[config.mk]
export PLATFORM = sky130hd
export DESIGN_NAME = adder_pipe
export DESIGN_NICKNAME = d
export VERILOG_FILES = /design/src/rtl/adder_pipe.sv
export SDC_FILE = /design/constraint.sdc
export NUM_CORES = 1
export LEC_CHECK = 0
export BUFFER_PORTS_ARGS = -buffer_cell sky130_fd_sc_hd__buf_4
export CAP_MARGIN = 20
export CORE_MARGIN = 2
export CORE_UTILIZATION = 50
export CTS_CLUSTER_SIZE = 16
export DETAILED_ROUTE_END_ITERATION = 10
export PLACE_DENSITY = 0.74
export SYNTH_ARGS = -nofsm -noshare
export SYNTH_HDL_FRONTEND = slang
export SYNTH_SLANG_ARGS = --single-unit
[constraint.sdc]
create_clock -name clock_reset -period 4.5 [get_ports clock_reset]
set_input_delay 0.225 -clock clock_reset [delete_from_list [all_inputs] [get_ports clock_reset]]
set_output_delay 0.225 -clock clock_reset [all_outputs]
set_load 0.01 [all_outputs]
[src/rtl/adder_pipe.sv]
// -----------------------------------------------------------------------------
// adder_pipe
//   Two-stage pipelined multi-lane unsigned adder with valid/ready handshakes
//   on both sides. The mode input selects wrap, saturate, accumulate or clear
//   for every lane at once. Each lane keeps its own accumulator.
//
//   Stage S1 registers the raw (WIDTH+1)-bit sum of each lane plus the mode.
//   Stage S2 applies the mode, updates the accumulators and drives the
//   outputs.
//
// Parameters
//   WIDTH        bits per operand / result lane
//   LANES        number of independent lanes (>= 1)
//
// Ports
//   clock_reset  [0] clock (rising edge), [1] reset_n (async, active-low)
//   i            lane k operands at i[2*WIDTH*k +: 2*WIDTH]; a = low half, b = high half
//   mode         00 wrap, 01 saturate, 10 accumulate, 11 clear accumulator
//   in_valid     i/mode carry a transaction this cycle
//   in_ready     block can accept (combinationally depends on out_ready)
//   o            lane k result at o[WIDTH*k +: WIDTH]
//   flag         per-lane overflow (carry-out or saturation)
//   out_valid    o/flag hold a transaction
//   out_ready    consumer accepts the transaction on o/flag
// -----------------------------------------------------------------------------
module adder_pipe #(
    parameter int WIDTH = 4,
    parameter int LANES = 1
) (
    input  logic [1:0]             clock_reset,
    input  logic [2*WIDTH*LANES-1:0] i,
    input  logic [1:0]             mode,
    input  logic                   in_valid,
    output logic                   in_ready,
    output logic [WIDTH*LANES-1:0] o,
    output logic [LANES-1:0]       flag,
    output logic                   out_valid,
    input  logic                   out_ready
);

    typedef enum logic [1:0] {
        MODE_WRAP = 2'b00,
        MODE_SAT  = 2'b01,
        MODE_ACC  = 2'b10,
        MODE_CLR  = 2'b11
    } mode_e;

    logic clk;
    logic rst_n;

    assign clk   = clock_reset[0];
    assign rst_n = clock_reset[1];

    // Packed views: lane k occupies the k-th slice, lane 0 at the LSBs, so
    // these map bit-for-bit onto the flat i / o ports.
    logic [LANES-1:0][1:0][WIDTH-1:0] in_lanes;
    assign in_lanes = i;

    // -------------------------------------------------------------------------
    // Pipeline state
    // -------------------------------------------------------------------------
    logic                         s1_valid_q;
    mode_e                        s1_mode_q;
    logic [LANES-1:0][WIDTH:0]    s1_sum_q;
    logic [LANES-1:0][WIDTH:0]    s1_sum_d;

    logic                         s2_valid_q;
    logic [LANES-1:0][WIDTH-1:0]  s2_res_q;
    logic [LANES-1:0][WIDTH-1:0]  s2_res_d;
    logic [LANES-1:0]             s2_flag_q;
    logic [LANES-1:0]             s2_flag_d;

    logic [LANES-1:0][WIDTH-1:0]  acc_q;
    logic [LANES-1:0][WIDTH-1:0]  acc_d;

    logic                         s1_take;
    logic                         s2_take;

    // -------------------------------------------------------------------------
    // Handshake: a stage loads when it is empty or its content is leaving.
    // -------------------------------------------------------------------------
    assign s2_take = !s2_valid_q || out_ready;
    assign s1_take = !s1_valid_q || s2_take;

    // Gated by rst_n so the producer sees not-ready for the whole reset.
    assign in_ready = rst_n && s1_take;

    // -------------------------------------------------------------------------
    // S1 datapath: raw sum with carry
    // -------------------------------------------------------------------------
    always_comb begin
        // NOTE: every always_comb output gets a default first so no path can
        // leave it unassigned and infer a latch.
        s1_sum_d = '0;
        for (int k = 0; k < LANES; k++) begin
            s1_sum_d[k] = (WIDTH+1)'(in_lanes[k][0]) + (WIDTH+1)'(in_lanes[k][1]);
        end
    end

    always_ff @(posedge clk or negedge rst_n) begin
        // NOTE: sequential state uses non-blocking assignments only, so all
        // flops sample pre-edge values regardless of process ordering.
        if (!rst_n) begin
            s1_valid_q <= 1'b0;
            s1_mode_q  <= MODE_WRAP;
            s1_sum_q   <= '0;
        end else if (s1_take) begin
            s1_valid_q <= in_valid;
            if (in_valid) begin
                s1_mode_q <= mode_e'(mode);
                s1_sum_q  <= s1_sum_d;
            end
        end
    end

    // -------------------------------------------------------------------------
    // S2 datapath: apply mode, compute next accumulator value
    // -------------------------------------------------------------------------
    logic [WIDTH+1:0] acc_sum;

    always_comb begin
        s2_res_d  = '0;
        s2_flag_d = '0;
        acc_d     = acc_q;
        acc_sum   = '0;
        for (int k = 0; k < LANES; k++) begin
            // Two guard bits: acc (WIDTH) + sum (WIDTH+1) can need WIDTH+2 bits.
            acc_sum = (WIDTH+2)'(acc_q[k]) + (WIDTH+2)'(s1_sum_q[k]);
            unique case (s1_mode_q)
                MODE_WRAP: begin
                    s2_res_d[k]  = s1_sum_q[k][WIDTH-1:0];
                    s2_flag_d[k] = s1_sum_q[k][WIDTH];
                end
                MODE_SAT: begin
                    s2_res_d[k]  = s1_sum_q[k][WIDTH] ? {WIDTH{1'b1}}
                                                      : s1_sum_q[k][WIDTH-1:0];
                    s2_flag_d[k] = s1_sum_q[k][WIDTH];
                end
                MODE_ACC: begin
                    acc_d[k]     = acc_sum[WIDTH-1:0];
                    s2_res_d[k]  = acc_sum[WIDTH-1:0];
                    s2_flag_d[k] = |acc_sum[WIDTH+1:WIDTH];
                end
                MODE_CLR: begin
                    acc_d[k]     = '0;
                    s2_res_d[k]  = '0;
                    s2_flag_d[k] = 1'b0;
                end
                default: begin
                    s2_res_d[k]  = '0;
                    s2_flag_d[k] = 1'b0;
                end
            endcase
        end
    end

    // Accumulators commit only when an item actually moves S1 -> S2, so an
    // item held in S1 during a stall is never applied twice.
    always_ff @(posedge clk or negedge rst_n) begin
        // NOTE: the accumulators are state visible to software-level behaviour
        // and must start at zero, so they are reset like the pipeline flops.
        if (!rst_n) begin
            s2_valid_q <= 1'b0;
            s2_res_q   <= '0;
            s2_flag_q  <= '0;
            acc_q      <= '0;
        end else if (s2_take) begin
            s2_valid_q <= s1_valid_q;
            if (s1_valid_q) begin
                s2_res_q  <= s2_res_d;
                s2_flag_q <= s2_flag_d;
                acc_q     <= acc_d;
            end
        end
    end

    assign o         = s2_res_q;
    assign flag      = s2_flag_q;
    assign out_valid = s2_valid_q;

endmodule

## Word-level counts from Yosys, hierarchy flattened

Index checks and enable logic that the tools add are counted.
W data, S select, Z words.

| operators by class | value |
|---|---|
| equal/unequal tests | 3 |
| multiplexer cells | 4 |
| reduce and logical (&&, ||, !) cells | 12 |
| add/sub/neg operators | 2 |

Operators by type and width:

| operator | count |
|---|---|
| $pmux W4 S4 | 1 |
| $pmux W4 S2 | 1 |
| $add A4 B5 Y6 | 1 |
| $add A4 B4 Y5 | 1 |
| $eq A2 B2 Y1 const B | 2 |
| $mux W4 | 1 |
| $reduce_and A2 Y1 | 2 |
| $reduce_or A2 Y1 | 2 |
| $pmux W1 S3 | 1 |
| $reduce_and A3 Y1 | 1 |
| $eq A2 B1 Y1 const B | 1 |
| $logic_not A1 Y1 | 2 |
| $logic_not A2 Y1 | 1 |
| $logic_or A1 B1 Y1 | 2 |
| $reduce_bool A2 Y1 | 1 |
| $logic_and A1 B1 Y1 | 1 |

| storage, ports and cells | value |
|---|---|
| flip-flop bits (word level) | 18 |
| logic and storage cells | 28 |
| output and inout bits | 7 |
| bits of input ports | 14 |

## Logic depth before layout (Yosys ltp)

Gate-level depths: netlist (run 1).

| depth | value |
|---|---|
| word-level depth | 4 |
| mapped depth | 6 |
| gate-level depth less buffers | 6 |

## Least setup slack after synthesis (run 1)

Ideal clock, no wire load.

| timing path | value |
|---|---|
| kind | reg-to-reg |
| from | reg s1_sum_q[0] in the netlist's numbering |
| to | reg s2_flag_q, in the netlist flag |
| library setup time | 0.126 ns |
| data arrival time | 1.670 ns |
| slack | 2.703 ns |
| cell stages (with the launch flop) | 7 |
| path buffers | 0 |
| required time | 4.374 ns |
| cell sequence | dfrtp_1 ha_1 fa_1 a21o_1 a21oi_1 o21bai_1 a221o_1 |

| on the way | value |
|---|---|
| cells in the longest elaborated chain, start to end | 3 |

RTL lines:

| item | RTL line | text |
|---|---|---|
| start: declaration | 64 | `logic [LANES-1:0][WIDTH:0] s1_sum_q;` |
| start signal: assignment | 111 | `s1_sum_q <= s1_sum_d;` |
| $add A4 B5 Y6 | 128 | `acc_sum = (WIDTH+2)'(acc_q[k]) + (WIDTH+2)'(s1_sum_q[k]);` |
| $reduce_or A2 Y1 | 142 | `s2_flag_d[k] = \|acc_sum[WIDTH+1:WIDTH];` |
| $pmux W1 S3 | 129 | `unique case (s1_mode_q)` |
| end signal: assignment | 171 | `s2_flag_q <= s2_flag_d;` |
| end: declaration | 70 | `logic [LANES-1:0] s2_flag_q;` |

Every way passes these cells.
A chain may end at the register's enable or synchronous reset.

==> results of run 1 <==
[cell type report]
cell class,instances,area [µm²]
Sequential cell,18,450
Inverter,1,3.75
Tap cell,27,33.8
Timing Repair Buffer,18,135
Clock buffer,8,56.3
Multi-Input combinational cell,73,547
Fill cell,173,716
[worst max-delay path, cell delays in order]
cell and delay (ns):
clkbuf_4 0.12, clkbuf_4 0.19, and2_1 0.15, buf_4 0.13
[registers in the layout (all words and copies together) (netlist names)]
| register | count |
|---|---|
| acc_q | 4 |
| flag | 1 |
| o | 4 |
| out_valid | 1 |
| s1_mode_q | 2 |
| s1_sum_q | 5 |
| s1_valid_q | 1 |
[cell usage in the layout (no fill, tap or decap)]
master     count
a21o_1         5
a21oi_1        8
a221o_1        1
a2bb2oi_1      1
and2_1         1
buf_4         19
clkbuf_1       1
clkbuf_4       6
dfrtp_1       18
fa_1           2
ha_1           8
inv_1          1
mux2_2         5
nand2_1       12
nand2_2        1
nand2b_1       4
nand3_1        2
nand3b_1       1
nor2_1         2
nor2b_1        1
nor3b_1        1
nor4_2         1
o21ai_0        6
o21bai_1       1
o22a_1         2
o31ai_1        4
xnor2_1        2
xor2_1         2
[cell usage after synthesis (all sizes together)]
library cell	n	area (µm²)
and2	1	6.26
fa	2	40.0
nand3b	1	7.51
dfrtp	18	450
xnor2	2	17.5
a221o	1	10.0
nand2b	4	25.0
inv	1	3.75
nor3b	1	7.51
nor4	1	12.5
a2bb2oi	1	8.76
o22a	2	17.5
a21o	5	37.5
nand2	13	51.3
ha	8	100
a21oi	8	40.0
xor2	2	17.5
o21ai	6	30.0
nor2	2	7.51
o31ai	4	30.0
nor2b	1	6.26
clkbuf	1	5.00
o21bai	1	7.51
nand3	2	10.0
buf	2	10.0
mux2	5	56.3
[per-layer routing]
layer / vias to the layer above / global-route usage (%) / part of all wire [%]
li1: 385 / - / -
met1: 373 / 20.8 / 41
met2: 25 / 31.8 / 50
met3: 9 / 9.82 / 4.8
met4: 0 / 21.4 / 3.9
met5: - / 0 / 0
[power groups by stage]
stage,registers (mW),logic (mW),clock network (mW)
2_1_floorplan,0.225,0.154,0.00945
3_3_place_gp,0.228,0.209,0.0199
3_5_place_dp,0.231,0.218,0.0199
4_1_cts,0.227,0.219,0.217
5_1_grt,0.233,0.244,0.236
6_report,0.226,0.217,0.201
[kinds of logic after synthesis]
group | Yosys count | synth area share, %
buffers and inverters | 4 | 1.85
multiplexers | 5 | 5.54
adder cells (fa/ha/maj) | 10 | 13.8
flip-flops | 18 | 44.3
XOR/XNOR | 4 | 3.45
AND/OR/NAND/NOR | 26 | 13.2
AO/OA/AOI/OAI | 28 | 17.9
[final timing paths]
kind                         endpoint
max                          in_ready
max reg2reg                      flag
min                          acc_q[3]
min reg2reg                      o[2]
min in group clock_reset   s1_valid_q
max in group asynchronous    acc_q[0]
[stage by stage]
stage          setup slack [ns]  cell area, µm²  util (%)  power (mW)
2_1_floorplan              1.88            1020         -       0.389
3_3_place_gp               1.78            1180      60.6       0.457
3_5_place_dp               1.78            1180      60.6       0.469
4_1_cts                    1.40            1230      63.1       0.663
5_1_grt                    1.37            1230      63.1       0.713
6_report                   1.42            1230      63.1       0.645
==> summary.md, run 1 <==
| Metric | Value |
|---|---|
| Hold buffer count at CTS | 0 |
| Internal power | 0.377 mW |
| Switching Power | 0.267 mW |
| Initial antenna violation count | 0 |
| Non-Filler Instances | 145 |
| Final setup fails | 0 |
| Crit end category | output port |
| N_diodes | 0 |
| Worst relative slew slack | 76.9% |
| Switching share of power | 41.4% |
| Initial DRC count | 10 |
| R2R cell count | 6 |
| Via count | 792 |
| Die Wd | 49.1 µm |
| Avg Synthesized Cell Area | 10.7 µm² |
| Required @ worst endpoint | 4.28 ns |
| Failing checks | negative hold slack |
| WP data arrival | 2.85 ns |
| Routed Antenna Nets | 0 |
| Clock power frac | 31.2% |
| DRC | 0 |
| Core Footprint | 1940 µm² |
| Max_cap viols | 0 |
| Largest net degree at the start of global routing | 12 |
| Port buffer count | 19 |
| Synth cell types | 27 |
| Yosys warns | 0 |
| Initial Util | 52.3% |
| Post-Syn Area | 1020 µm² |
| #FFs+latches synth | 18 |
| Max VDD drop | 0.000306 V |
| DP HPWL | 1.49 mm |
| Startpoint types | clock port |
| DR vias/cell | 5.46 |
| Sequential Power Share | 35.1% |
| Post-synthesis sequential area ratio | 44.3% |
| GP Congestion | 0.789 |
| Post-route setup TNS | 0 ns |
| Pleak | 0.596 nW |
| DR WL/cell | 13.2 µm |
| Hold crit path type | clk2async |
| Dpl cells | 138 |
| Resize count post-CTS | 0 |
| Gr usage total | 21.2% |
| Critical-path maximum fanout | 10 |
| Grt ovf | 0 |
| Worst-Margin Slew | 0.346 ns |
| Worst R2R Start | s1_sum_q[0] |
| IO Pins | 21 |
| Rows | 16 |
| First-pass GRT wire length | 3.65 mm |
| Max-slew violation count | 0 |
| Unrepaired setup endpoints after global routing | false |
| Layout cells sized above 1 | 27.1% |
| Clock latency at the later pin of the worst-skew pair | 0.29 ns |
| Post-Synthesis Cells | 95 |
| Setup CP Type | clk2out |
| TritonRoute pass-1 iters | 4 |
| Hold Vio Cnt, Final | 18 |
| PD cells | 526 nW/µm² |
| Outcome | finished, violations left |
| Clock skew | 0.00273 ns |
| Clock-pin slew on the worst setup and hold paths | 0.10 ns |
| Reg2Reg Setup Slack | 2.58 ns |
| Area growth syn-to-layout | 20.7% |
| Die area | 2410 µm² |
| WL final | 1.92 mm |
| Combinational share of power | 33.7% |
| Crit path from | clock_reset[1] |
| Syn Nets | 119 |
| Post-CTS Repair Setup Buffers | 0 |
| Chip Height | 49.1 µm |
| CTS tree | done |
| Min Hold Slack | -0.330 ns |
| Nets | 143 |
| Number of global-route vias before repair | 926 |
(Power assumes the default switching activity.)
==> inputs of run 2 (changes only) <==
Settings changed: ABC_AREA set to 1.
Clock period 4.5 ns to 3 ns, I/O delays scaled along.
==> run 2 against run 1 <==
  * The run still ends with negative hold slack left
  * Sequential share of layout area is 1.7 points lower
  * First-iteration DRC count rose by 10%
  * Sequential power increased by 50%
  * Register-to-register slack worse by 1.2 ns
  * Clock skew increased by 0.0011 ns
  * Non-clock buffer count stayed put
  * Wire length is 11% higher
  * Flip-flop and latch count is the same
  * Design area up 5.0%
  * Worst hold slack better by 0.010 ns
==> summary.md, run 2 <==
| Metric | Value |
|---|---|
| Synth area leaders | dfrtp_1 (43%), nand2_1 (14%), ha_1 (9.5%) |
| Cell mode on critical path | clkbuf_4 |
| Initial DRC count | 11 |
| Critical-path maximum fanout | 10 |
| Cell Chain, Critical Path | clkbuf_4, clkbuf_4, nand2_1, inv_1, buf_4 |
| Final setup fails | 0 |
| Synth cell types | 22 |
| DRC | 0 |
| Initial antenna violation count | 0 |
| Area growth syn-to-layout | 22.8% |
| Avg Synthesized Cell Area | 8.26 µm² |
| Hold Vio Cnt, Final | 18 |
| Worst relative slew slack | 83.9% |
| Startpoint types | clock port |
| Grt ovf | 0 |
| Hold buffer count at CTS | 0 |
| Resize count post-CTS | 0 |
| Number of global-route vias before repair | 1023 |
| Commonest non-fill, non-tap cells in the layout | nand2_1 (39), buf_4 (19), dfrtp_1 (18), o21ai_0 (12) |
| Nets | 178 |
| Clock-pin slew on the worst setup and hold paths | 0.10 ns |
| Slowest stage delay, CP | 0.19 ns |
| Async set-reset flop share out of synthesis | 100% |
| Commonest cells post-synth | nand2_1 (39), dfrtp_1 (18), o21ai_0 (12) |
| Synth top area share | 43.0% |
| WP data arrival | 2.07 ns |
| Hold crit path type | clk2async |
| Post-Syn Area | 1050 µm² |
| Pleak | 0.701 nW |
| Max-slew violation count | 0 |
| Post-CTS Repair Setup Buffers | 0 |
| Most common cell after layout, fill and taps aside | nand2_1 |
| Setup CP Type | clk2out |
| DR WL/cell | 11.8 µm |
| Worst-Margin Slew | 0.241 ns |
| Register bank with the most flops | s1_sum_q |
| Final instance area | 1290 µm² |
| IO Pins | 21 |
| Fill cells | 201 |
| Post-Synthesis Cells | 127 |
| N_diodes | 0 |
| Min Hold Slack | -0.319 ns |
| Port buffer count | 19 |
| Rows | 16 |
| DR vias/cell | 5.13 |
| Syn Nets | 151 |
| Count leader, synth | nand2_1 |
| TritonRoute pass-1 iters | 4 |
| Area leader, netlist | dfrtp_1 |
| Max reg flops | 5 |
| Max_cap viols | 0 |
| Unrepaired setup endpoints after global routing | false |
| Layout cells sized above 1 | 24.2% |
| First-pass GRT wire length | 3.93 mm |
| WL final | 2.13 mm |
| Placed cell area | 1220 µm² |
| #FFs+latches synth | 18 |
| Post-route setup TNS | 0 ns |
| Failing checks | negative hold slack |
| Post-synthesis sequential area ratio | 43.0% |
| PD cells | 818 nW/µm² |
| Required @ worst endpoint | 2.85 ns |
| Via count | 924 |
| Chip Height | 49.8 µm |
| Largest net degree at the start of global routing | 11 |
| Routed Antenna Nets | 0 |
| Critical-path top delay cell | clkbuf_4 |
| DP HPWL | 1.71 mm |
| Delay-heaviest family, CP | buffers and inverters |
| Max VDD drop | 0.000447 V |
| Crit end category | output port |
| Outcome | finished, violations left |
| Die Wd | 49.8 µm |
| Crit path buffers/inverters | 4 |
| Number of synthesized flops with an enable pin | 0 |
| GP Congestion | 0.846 |
| CTS tree | done |
| Clock latency at the later pin of the worst-skew pair | 0.28 ns |
| Die area | 2480 µm² |
| Clock skew | 0.00382 ns |
| Core Footprint | 1960 µm² |
| Initial Util | 53.4% |
| Main synth FF type | dfrtp_1 |
| Gr usage total | 21.5% |
| Yosys warns | 0 |
==> run 2: per-layer routing <==
metal / vias to the layer above / routed length [µm] / GRT usage (%)
met5: - / 0 / 0
met2: 19 / 1060 / 33.1
li1: 469 / - / -
met3: 6 / 62 / 6.97
met4: 0 / 65 / 22.2
met1: 430 / 935 / 22.2
==> run 2: where the power goes <==
group	leakage (nW)	internal [mW]	switching (mW)	total, mW
registers	0.220	0.287	0.0527	0.339
clock network	0.0549	0.157	0.195	0.351
logic	0.426	0.168	0.194	0.362
total	0.701	0.612	0.441	1.05
==> run 2: cell type report <==
type                            instances  area (µm²)  share of cell area [%]
Multi-Input combinational cell         96         549                    42.7
Clock inverter                          2        21.3                    1.65
Timing Repair Buffer                   18         135                    10.5
Inverter                               12        45.0                    3.50
Clock buffer                            7        52.6                    4.08
Sequential cell                        18         450                    35.0
Tap cell                               27        33.8                    2.62
==> run 2: worst paths after layout <==
path	cells after the start	slack, ns	end	from
max	5	0.78	in_ready	clock_reset[1]
min	2	-0.32	s1_sum_q[3]	clock_reset[1]
max reg2reg	5	1.35	o[2]	s1_sum_q[0]
min reg2reg	2	0.51	out_valid	s1_valid_q
max in group asynchronous	2	3.17	acc_q[2]	clock_reset[1]
min in group clock_reset	3	0.05	s1_mode_q[0]	mode[0]
==> run 2: per-stage QoR <==
step / setup WS [ns] / util (%) / std cells / power (mW)
after floorplan: 1.25 / - / 127 / 0.600
after global placement: 1.15 / 62.4 / 173 / 0.727
after detailed placement: 1.15 / 62.4 / 173 / 0.743
after CTS: 0.755 / 65.6 / 180 / 1.08
after global routing: 0.716 / 65.6 / 180 / 1.17
final: 0.780 / 65.6 / 180 / 1.05
==> run 2: logic make-up (layout without fill, tap and decap cells) <==
family | Yosys count | in the layout | synth area share, %
AOI/OAI and AO/OA | 19 | 19 | 9.19
xor gates and xnor gates | 2 | 2 | 1.67
adders and majority gates | 10 | 10 | 13.4
buffers and inverters | 13 | 39 | 4.65
DFF | 18 | 18 | 43.0
and+or+nand+nor | 65 | 65 | 28.2
